## src/rtl/mem_port_arbiter_if.sv

```systemverilog
// Requester and memory-side signal bundle for mem_port_arbiter.
// slave = arbiter side, master = requesters plus memory (the environment).
interface mem_port_arbiter_if #(
    parameter int ADDR_W = 16,
    parameter int DATA_W = 16
);
    logic              if_req;
    logic [ADDR_W-1:0] if_addr;
    logic              if_ack;
    logic [DATA_W-1:0] if_rdata;

    logic              dm_req;
    logic              dm_we;
    logic [ADDR_W-1:0] dm_addr;
    logic [DATA_W-1:0] dm_wdata;
    logic              dm_ack;
    logic [DATA_W-1:0] dm_rdata;

    logic [ADDR_W-1:0] mem_address;
    logic [DATA_W-1:0] mem_data_in;
    logic              mem_write;
    logic              mem_read;
    logic [DATA_W-1:0] mem_data_out;

    modport slave (
        input  if_req, if_addr, dm_req, dm_we, dm_addr, dm_wdata, mem_data_out,
        output if_ack, if_rdata, dm_ack, dm_rdata,
               mem_address, mem_data_in, mem_write, mem_read
    );

    modport master (
        output if_req, if_addr, dm_req, dm_we, dm_addr, dm_wdata, mem_data_out,
        input  if_ack, if_rdata, dm_ack, dm_rdata,
               mem_address, mem_data_in, mem_write, mem_read
    );
endinterface

```

## src/rtl/mem_port_arbiter.sv

```systemverilog
// Two-port (IF read-only, DM read/write) arbiter and sequencer for a single-ported memory.
// Optional macro DM_FIXED_PRIORITY_EN: DM always wins ties; default is round-robin.
//
// state | meaning
// IDLE  | sample requests, grant one, latch its transaction
// ISSUE | one mem_read or mem_write strobe from latched values
// WAIT  | memory read latency; read data captured on exit
// RESP  | ack pulse to owner, transfer counted, last_grant updated
module mem_port_arbiter #(
    parameter int ADDR_W = 16,
    parameter int DATA_W = 16
) (
    input  logic              clk,
    input  logic              reset,
    mem_port_arbiter_if.slave bus,
    output logic              busy,
    output logic [15:0]       xfer_cnt
);
    typedef enum logic [1:0] {IDLE, ISSUE, WAIT, RESP} state_t;

    state_t            state;
    state_t            state_nxt;
    logic              grant_valid;
    logic              grant_port;
    logic              grant_we;
    logic [ADDR_W-1:0] grant_addr;
    logic [DATA_W-1:0] grant_wdata;
    logic              owner;
    logic              lat_we;
    logic              last_grant;

    always_ff @(posedge clk or negedge reset) begin
        if (!reset) begin
            state <= IDLE;
        end else begin
            state <= state_nxt;
        end
    end

    always_comb begin
        state_nxt   = state;
        grant_valid = 1'b0;
        grant_port  = 1'b0;
        grant_we    = 1'b0;
        grant_addr  = bus.if_addr;
        grant_wdata = bus.dm_wdata;
        // port index 0 = IF, 1 = DM
        if (bus.if_req && bus.dm_req) begin
`ifdef DM_FIXED_PRIORITY_EN
            grant_port = 1'b1;
`else
            grant_port = ~last_grant;
`endif
        end else begin
            grant_port = bus.dm_req;
        end
        if (grant_port) begin
            grant_addr = bus.dm_addr;
            grant_we   = bus.dm_we;
        end
        case (state)
            IDLE: begin
                if (bus.if_req || bus.dm_req) begin
                    grant_valid = 1'b1;
                    state_nxt   = ISSUE;
                end
            end
            ISSUE:   state_nxt = WAIT;
            WAIT:    state_nxt = RESP;
            RESP:    state_nxt = IDLE;
            default: state_nxt = IDLE;
        endcase
    end

    // Strobes and acks are registered one state early so they line up with ISSUE/RESP.
    always_ff @(posedge clk or negedge reset) begin
        if (!reset) begin
            owner           <= 1'b0;
            lat_we          <= 1'b0;
            last_grant      <= 1'b0;
            busy            <= 1'b0;
            xfer_cnt        <= 16'h0000;
            bus.if_ack      <= 1'b0;
            bus.dm_ack      <= 1'b0;
            bus.if_rdata    <= '0;
            bus.dm_rdata    <= '0;
            bus.mem_address <= '0;
            bus.mem_data_in <= '0;
            bus.mem_write   <= 1'b0;
            bus.mem_read    <= 1'b0;
        end else begin
            busy          <= (state_nxt != IDLE);
            bus.mem_read  <= 1'b0;
            bus.mem_write <= 1'b0;
            bus.if_ack    <= 1'b0;
            bus.dm_ack    <= 1'b0;
            case (state)
                IDLE: begin
                    if (grant_valid) begin
                        owner           <= grant_port;
                        lat_we          <= grant_we;
                        bus.mem_address <= grant_addr;
                        if (grant_port) begin
                            bus.mem_data_in <= grant_wdata;
                        end
                        bus.mem_read    <= ~grant_we;
                        bus.mem_write   <= grant_we;
                    end
                end
                WAIT: begin
                    if (!lat_we) begin
                        if (owner) begin
                            bus.dm_rdata <= bus.mem_data_out;
                        end else begin
                            bus.if_rdata <= bus.mem_data_out;
                        end
                    end
                    if (owner) begin
                        bus.dm_ack <= 1'b1;
                    end else begin
                        bus.if_ack <= 1'b1;
                    end
                end
                RESP: begin
                    xfer_cnt   <= xfer_cnt + 16'd1;
                    last_grant <= owner;
                end
                default: ;
            endcase
        end
    end
endmodule

```

## src/flat_wrapper.sv

```systemverilog
// flat-port wrapper written by rule: the top's interface ports become plain ports
module mem_port_arbiter_flat 
#(
    parameter int ADDR_W = 16,
    parameter int DATA_W = 16
)
  (clk, reset, busy, xfer_cnt, bus_if_req, bus_if_addr, bus_dm_req, bus_dm_we, bus_dm_addr, bus_dm_wdata, bus_mem_data_out, bus_if_ack, bus_if_rdata, bus_dm_ack, bus_dm_rdata, bus_mem_address, bus_mem_data_in, bus_mem_write, bus_mem_read);
  mem_port_arbiter_if #(.ADDR_W(ADDR_W), .DATA_W(DATA_W)) bus_i ();
  input  logic clk;
  input  logic reset;
  output logic busy;
  output logic [15:0] xfer_cnt;
  input wire logic [$bits(bus_i.if_req)-1:0] bus_if_req;
  input wire logic [$bits(bus_i.if_addr)-1:0] bus_if_addr;
  input wire logic [$bits(bus_i.dm_req)-1:0] bus_dm_req;
  input wire logic [$bits(bus_i.dm_we)-1:0] bus_dm_we;
  input wire logic [$bits(bus_i.dm_addr)-1:0] bus_dm_addr;
  input wire logic [$bits(bus_i.dm_wdata)-1:0] bus_dm_wdata;
  input wire logic [$bits(bus_i.mem_data_out)-1:0] bus_mem_data_out;
  output wire logic [$bits(bus_i.if_ack)-1:0] bus_if_ack;
  output wire logic [$bits(bus_i.if_rdata)-1:0] bus_if_rdata;
  output wire logic [$bits(bus_i.dm_ack)-1:0] bus_dm_ack;
  output wire logic [$bits(bus_i.dm_rdata)-1:0] bus_dm_rdata;
  output wire logic [$bits(bus_i.mem_address)-1:0] bus_mem_address;
  output wire logic [$bits(bus_i.mem_data_in)-1:0] bus_mem_data_in;
  output wire logic [$bits(bus_i.mem_write)-1:0] bus_mem_write;
  output wire logic [$bits(bus_i.mem_read)-1:0] bus_mem_read;
  assign bus_i.if_req = bus_if_req;
  assign bus_i.if_addr = bus_if_addr;
  assign bus_i.dm_req = bus_dm_req;
  assign bus_i.dm_we = bus_dm_we;
  assign bus_i.dm_addr = bus_dm_addr;
  assign bus_i.dm_wdata = bus_dm_wdata;
  assign bus_i.mem_data_out = bus_mem_data_out;
  assign bus_if_ack = bus_i.if_ack;
  assign bus_if_rdata = bus_i.if_rdata;
  assign bus_dm_ack = bus_i.dm_ack;
  assign bus_dm_rdata = bus_i.dm_rdata;
  assign bus_mem_address = bus_i.mem_address;
  assign bus_mem_data_in = bus_i.mem_data_in;
  assign bus_mem_write = bus_i.mem_write;
  assign bus_mem_read = bus_i.mem_read;
  mem_port_arbiter #(.ADDR_W(ADDR_W), .DATA_W(DATA_W)) u_core (.clk(clk), .reset(reset), .bus(bus_i), .busy(busy), .xfer_cnt(xfer_cnt));
endmodule
```

## config.mk

```make
export PLATFORM = sky130hd
export DESIGN_NAME = mem_port_arbiter_flat
export DESIGN_NICKNAME = d
export VERILOG_FILES = /design/src/rtl/mem_port_arbiter_if.sv /design/src/rtl/mem_port_arbiter.sv /design/src/flat_wrapper.sv
export SDC_FILE = /design/constraint.sdc
export NUM_CORES = 1
export LEC_CHECK = 0
export CORE_AREA = 2 2 96 98
export CTS_CLUSTER_DIAMETER = 80
export DETAILED_ROUTE_END_ITERATION = 16
export DIE_AREA = 0 0 98 100
export GPL_ROUTABILITY_DRIVEN = 0
export PLACE_DENSITY = 0.79
export SLEW_MARGIN = 20
export SYNTH_ARGS = -nofsm -noshare
export SYNTH_HDL_FRONTEND = slang
export SYNTH_SLANG_ARGS = --single-unit
```

## constraint.sdc

```tcl
create_clock -name clk -period 2.2 [get_ports clk]
set_input_delay 0.44 -clock clk [delete_from_list [all_inputs] [get_ports clk]]
set_output_delay 0.44 -clock clk [all_outputs]
set_load 0.005 [all_outputs]
```

Word level (Yosys, flattened, before mapping) --
Cells that the tools add are included.
Word-level totals: register bits 90, logic and storage cells 45, memories 0, ROM bits 0, bits in writable memories 0, latch bits 0, input port bits 69, output and inout bits 85
Cells by class: $add $sub $neg 1, multiplexer cells 15, div/mod/pow operators 0, bitwise logic cells 4, multiply operators 0, shift-type cells 0, eq/ne operators 3, $lt $le $gt $ge 0, reductions and logical operators 8
Operator list (number):
- $add A16 B1 Y16 const B | 1
- $mux W16 | 1
- $mux W1 | 12
- $reduce_and A3 Y1 | 3
- $pmux W2 S4 | 1
- $eq A2 B2 Y1 const B | 2
- $not A1 Y1 | 4
- $eq A2 B1 Y1 const B | 1
- $logic_not A2 Y1 | 1
- $mux W2 | 1
- $reduce_and A2 Y1 | 1
- $reduce_bool A2 Y1 | 1
- $logic_and A1 B1 Y1 | 1
- $logic_or A1 B1 Y1 | 1

Depth between registers and ports, before layout --
Gate-level depths: netlist of run 1.
word-level depth 6, gate-level depth with buffers 7

Least setup slack after synthesis of run 1 --
OpenSTA, ideal clock, no wires.
kind flip-flop to flip-flop, from register u_core.state[0], to register u_core.bus.if_rdata[10], path buffers 2, slack 567 ps, cell stages (with the launch flop) 8, arrival 1508 ps, required time 2075 ps, period minus slack after synthesis 1633 ps, path through dfrtp_1 inv_1 ha_1 nor2b_1 nor2b_1 buf_4 buf_4 mux2_2
Between the ends: cells in the longest elaborated chain, start to end 2
RTL lines:
- from (decl) | RTL line mem_port_arbiter.sv:21 | state_t state;
- from (signal assigned) | RTL line mem_port_arbiter.sv:36 | state <= state_nxt;
- $eq A2 B2 Y1 | RTL line mem_port_arbiter.sv:97 | case (state)
- $reduce_and A3 Y1 (no source line)
- to (signal assigned) | RTL line mem_port_arbiter.sv:115 | bus.if_rdata <= bus.mem_data_out;
- to (decl) | RTL line mem_port_arbiter_if.sv:27 | output if_ack, if_rdata, dm_ack, dm_rdata,
No other way between the ends. A chain may end at the register's enable or synchronous reset.

Final worst setup path of run 1 --
from register u_core.xfer_cnt[3], to output port xfer_cnt[3]
RTL lines:
- from (decl) | RTL line mem_port_arbiter.sv:17 | output logic [15:0] xfer_cnt
- from (signal assigned) | RTL line mem_port_arbiter.sv:125 | xfer_cnt <= xfer_cnt + 16'd1;
- to (decl) | RTL line flat_wrapper.sv:12 | output logic [15:0] xfer_cnt;
No word-level cell between the ends.

==> results.md, run 1 <==
* CP Capture Type: output pin
* Main synth FF type: dfrtp_1
* Cell Area, Synth at 3655 sq um
* Max capacitance violation total at 0
* Crit-path cells: clkdlybuf4s50_1
* Final clock skew at 0.01651 ns
* Maximum clock insertion buffer count at 2
* Total Power at 0.006963 W
* Final period utilization at 82.36%
* Min-delay worst type: input pin to async pin
* Unrepaired setup endpoints after global routing: no
* Final Critical Period at about 1.8 ns
* Yosys reg bits at 90
* Required time worst endpoint at 1.76 ns
* CP max stage cell: clkdlybuf4s50_1
* Worst r2r path cells at 6
* Starting Density at 41.11%
* Die width at 98 microns
* Worst path max stage delay at 0.55 ns
* Share of cells above drive strength 1 at between 10% and 20%
* YS warnings at 0
* R2R Setup Slk at 0.47 ns
* Startpoint type of the worst setup path: register
* Post-synth EDFFs at 0
* Antenna viol nets, final at 0
* Number of diodes at 0
* DR WL/cell at between 10 and 15 microns
* Post-CTS setup buffer count at 0
* Fin nets at 493
* Post-synth top cells: dfrtp_1 (90), mux2_2 (40), nand2_1 (23)
* Top-count cell post-synth: dfrtp_1
* Input/output buffers at 153
* Power Density at ~1300 nW/um^2
* Ranking of synthesized cells by area: dfrtp_1 (62%), mux2_2 (12%), mux2i_1 (4.4%)
* Leading area contributor after synthesis: dfrtp_1
* Max FO, Critical Path at 6
* Share of the synthesized area in the top cell type at 61.62%
* Worst r2r src: u_core.state[0]$_DFF_PN0_
* Number of setup violations in the final report at 0
* Setup TNS at 0 ns
* Cts hold-fix bufs at 0
* RR Endpoint: u_core.bus.if_rdata[13]$_DFFE_PN0P_
* Top-level I/O count at between 150 and 200
* Core ar. at 8890 sq um
* Mapped Cells at 262
* CTS resizes at 0
* DP HPWL at 5850 microns
* Layout overhead on the synthesized area at 50.87%
* Synth cell types at 31
* CTS Buf Count at 9
* Critical setup path kind: register to output pin
* Largest net degree at the start of global routing at 50
* Pre-antenna DRT Iters at 4
* Max IR drop VDD at 615.6 uV
* Overflow after GRT at 0
* Asr flop ratio synth at 100.0%
* Vias in the first global route at 2663
* DR vias/cell at about 4.8
* DR iter-0 viols at between 40 and 50
* Syn nets at 335
* Antenna violations before repair at 0
* Leakage Power at between 2 and 2.5 nW
* Max Clk Rate at roughly 0.55 GHz
* CTS root buf: clkbuf_8
* CTS H-tree lvls at 3
* Crit path buffers/inverters at 1
* Synthesized area per cell at 13.95 sq um
* Slew headroom at a little over three fifths
* CTS clk-pin slew, worst paths at roughly 0.09 ns
* First-pass GRT wire length at 13170 microns
* CTS tree: done
* CTS sink cnt at 90
* Via count at 2558
* Drt drc at 0
* Delay-heaviest family, CP: buffers and inverters
* Die Y at 100 microns
* DRT Wirelength at 7946 microns
* Latest clock arrival within the worst-skew pair at 0.35 ns
* Final hold viol count at 0
* Register area share after synthesis at about 62%
* Final Max Tran Viols at 0
* Worst path arrival time at 1.37 ns
* Post-Place Worst Slack at roughly 0.23 ns
* Worst slew pin tran at 0.5609 ns
* Final worst setup slack at 0.3882 ns
* Gr usage total at between 15 and 20%
* Outcome: finished clean
* Num rows at 35
* DIE AREA at 9800 sq um
## final cells by class
cell class,instances,area [sq um]
fill,710,3376
multi-input combinational,158,1319
inverter,3,11.26
tap,111,138.9
sequential,90,2252
timing repair buffer,158,1592
clock buffer,10,137.6
clock inverter,6,63.81
## layer usage
layer / track usage, % / wire length, microns / vias to the layer above
met3: 4.875 / 523 / 10
met4: 6.944 / 110 / 0
met2: 27.24 / 3888 / 95
li1: - / - / 1229
met5: 0 / 0 / -
met1: 21.72 / 3425 / 1224
## cells in the final DEF (no fill, tap or decap), types with 3 or more instances in the layout
cell             instances
o21ai_0                 16
ha_1                     4
nand4_1                  6
buf_4                    4
mux2_4                   9
xnor2_1                  4
nand2_1                 23
nor2_1                   3
clkbuf_8                10
mux2i_1                 16
mux2_2                  40
clkdlybuf4s50_1        152
xor2_1                  11
nor4_1                   7
dfrtp_1                 90
inv_1                    3
nor3_1                   3
## state kept, by name, summed over array words and instances (netlist names)
signal,flops
u_core.last_grant,1
u_core.bus.mem_read,1
u_core.xfer_cnt,16
u_core.busy,1
u_core.bus.if_rdata,16
u_core.bus.if_ack,1
u_core.bus.mem_data_in,16
u_core.bus.mem_address,16
u_core.bus.mem_write,1
u_core.lat_we,1
u_core.bus.dm_rdata,16
u_core.owner,1
u_core.bus.dm_ack,1
u_core.state,2
## worst max-delay path by stage
| stage | startpoint | end | cells past startpoint |
|---|---|---|---|
| 2_1_floorplan | u_core.state[0]$_DFF_PN0_ | u_core.bus.if_rdata[10]$_DFFE_PN0P_ | 7 |
| 3_3_place_gp | bus_dm_req | u_core.bus.mem_data_in[11]$_DFFE_PN0P_ | 4 |
| 5_1_grt | u_core.state[0]$_DFF_PN0_ | u_core.xfer_cnt[15]$_DFFE_PN0N_ | 4 |
| 4_1_cts | u_core.xfer_cnt[3]$_DFFE_PN0N_ | xfer_cnt[3] | 1 |
| 3_5_place_dp | bus_dm_req | u_core.bus.mem_data_in[9]$_DFFE_PN0P_ | 4 |
| 6_report | u_core.xfer_cnt[3]$_DFFE_PN0N_ | xfer_cnt[3] | 1 |
## power by group
part / leakage [nW] / total [W] / switching (W) / internal [W]
sequential: 1.10 / 0.00282 / 0.000430 / 0.00239
combinational: 1.23 / 0.00300 / 0.000982 / 0.00202
clock: 0.0987 / 0.00114 / 0.000583 / 0.000556
## per-stage QoR
step	std cells	hold slack, ns	instance area, sq um	util [%]
3_5_place_dp	520	0.4652	5313	59.76
2_1_floorplan	262	0.1444	3655	-
5_1_grt	536	0.08877	5514	62.03
6_report	536	0.06245	5514	62.03
3_3_place_gp	520	0.4586	5313	59.76
4_1_cts	536	0.07455	5514	62.03
## kinds of logic (layout without fill, tap and decap cells)
kind of cell               after synthesis  after routing  synth area share, %
DFF                                     90             90                61.62
muxes                                   66             66                20.71
and+or+nand+nor                         52             52                7.190
AOI/OAI and AO/OA                       21             21                3.115
xor gates and xnor gates                15             15                3.594
buffers and inverters                   14            177                2.396
adders and majority gates                4              4                1.369
No activity file was read; power rests on OpenSTA's default activity.
==> inputs of run 2 (changes only) <==
Clock period 2.2 ns to 1.8 ns, I/O delays scaled along.
==> run 2 against run 1 <==
  * Utilization rose by 1.8 points
  * Critical path depth unchanged
  * Via count rose by 4.1%
  * Power is 29% higher
  * First-iteration DRC count fell by 33%
  * Combinational power is 26% higher
  * Critical endpoint unchanged
  * Highest routed layer unchanged
==> results.md, run 2 (synthesis results as in run 1) <==
* Outcome: finished clean
* Required time worst endpoint at 1.44 ns
* Final Critical Period at ~1.7 ns
* CTS sink cnt at 90
* Max FO, Critical Path at 6
* DR WL/cell at 15.06 microns
* Final hold slack at around 0.49 ns
* Max IR drop VDD at 712.1 uV
* Starting Density at 41.11%
* Fin cells at 545
* Post-layout instance area at 5678 sq um
* Combinational fraction of design power at approximately two fifths
* DIE AREA at 9800 sq um
* Final Max Tran Viols at 0
* Fin nets at 502
* Antenna violations before repair at 0
* Layout overhead on the synthesized area at 55.36%
* Post-Place Worst Slack at -0.05854 ns
* Core ar. at 8890 sq um
* Die Y at 100 microns
* Overflow after GRT at 0
* Maximum clock insertion buffer count at 2
* Min-delay worst type: register to register
* Critical setup path kind: register to output pin
* Final worst setup slack at 0.07430 ns
* Crit-path cells: clkdlybuf4s50_1
* Dpl cells at 528
* Latest clock arrival within the worst-skew pair at 0.34 ns
* DR vias/cell at 4.886
* Switching pwr at 0.002431 W
* DR iter-0 viols at 32
* CTS root buf: clkbuf_8
* Startpoint type of the worst setup path: register
* Leakage Power at between 2 and 3 nW
* Number of setup violations in the final report at 0
* Reg power frac at a little under two fifths
* Int Pwr at 0.006569 W
* CTS clk-pin slew, worst paths at 0.09 ns
* CP Capture Type: output pin
* Post-CTS setup buffer count at 0
* Antenna viol nets, final at 0
* R2R Setup Slk at about 0.15 ns
* Switching fraction of total power at 27.01%
* Slew headroom at 69.35%
* Setup TNS at 0 ns
* Unrepaired setup endpoints after global routing: no
* Pre-antenna DRT Iters at 4
* Number of diodes at 0
* CP max stage cell: clkdlybuf4s50_1
* Share of cells above drive strength 1 at ~20%
* Via count at 2663
* CTS tree: done
* Final period utilization at between 90% and 100%
* CTS Buf Count at 9
* Final clock skew at 0.009069 ns
* Worst slew pin tran at 0.4598 ns
* Max Clk Rate at 0.5795 GHz
* DRT Wirelength at 8208 microns
* Crit path buffers/inverters at 1
* Power Density at 1585 nW/um^2
* Clock power frac at 19.7%
* Worst path arrival time at 1.37 ns
* Die width at 98 microns
* Most common cell after layout, fill and taps aside: clkdlybuf4s50_1
* Worst path max stage delay at 0.55 ns
* Drt drc at 0
* Delay-heaviest family, CP: buffers and inverters
* CTS H-tree lvls at 3
* Input/output buffers at 153
* Gr usage total at about 17%
* Num rows at 35
* Top-level I/O count at about 150
* Most frequent cells in the layout: clkdlybuf4s50_1 (152), dfrtp_1 (90), mux2_2 (40)
* First-pass GRT wire length at 13670 microns
* Placed Area at 5385 sq um
* Vias in the first global route at 2812
* Largest net degree at the start of global routing at 35
* DP HPWL at approximately 6200 microns
* Max capacitance violation total at 0
* Final hold viol count at 0
## run 2: cell count changes in the layout (fill, tap and decap cells not counted), moves of 2 or more
cell / change
bufinv_16: +3
nor2b_1: -2
buf_4: +7
clkinvlp_4: -2
## run 2: what timing repair did
item                                    CTS  global route
hold endpoints to repair                 30             0
hold buffers                              1             0
endpoints found under the setup margin    0            17
gates resized for setup                   0             4
## run 2: metal layers
layer	wire length, microns	GRT usage [%]
met1	3454	21.89
met2	4117	28.93
met3	504	4.457
met4	131	6.303
met5	0	0
## run 2: worst paths after layout
| check | end | startpoint | depth (start not counted) |
|---|---|---|---|
| max | xfer_cnt[3] | u_core.xfer_cnt[3]$_DFFE_PN0N_ | 1 |
| min | u_core.bus.mem_address[0]$_DFFE_PN0P_ | u_core.bus.mem_address[0]$_DFFE_PN0P_ | 2 |
| max reg2reg | u_core.bus.if_rdata[13]$_DFFE_PN0P_ | u_core.state[0]$_DFF_PN0_ | 6 |
| min reg2reg | u_core.bus.mem_address[0]$_DFFE_PN0P_ | u_core.bus.mem_address[0]$_DFFE_PN0P_ | 2 |
| max in group asynchronous | u_core.busy$_DFF_PN0_ | reset | 3 |
| min in group asynchronous | u_core.bus.dm_rdata[13]$_DFFE_PN0P_ | reset | 2 |
## run 2: power by group through the flow
stage / sequential, W / combinational [W] / clock (W)
after global routing: 0.00360 / 0.00409 / 0.00189
after CTS: 0.00347 / 0.00383 / 0.00182
after global placement: 0.00346 / 0.00372 / 0
final: 0.00346 / 0.00377 / 0.00177
after floorplan: 0.00350 / 0.00152 / 0
after detailed placement: 0.00349 / 0.00382 / 0
## run 2: through the flow
step	total power (W)	util (%)
2_1_floorplan	0.005022	-
3_3_place_gp	0.007179	60.58
3_5_place_dp	0.007314	60.58
4_1_cts	0.009120	63.69
5_1_grt	0.009589	63.87
6_report	0.009000	63.87
## run 2: final cells by class
type / instances / area [sq um]
inverter: 3 / 11.26
fill: 681 / 3212
clock buffer: 11 / 141.4
clock inverter: 5 / 125.1
multi-input combinational: 158 / 1335
tap: 111 / 138.9
timing repair buffer: 167 / 1674
sequential: 90 / 2252
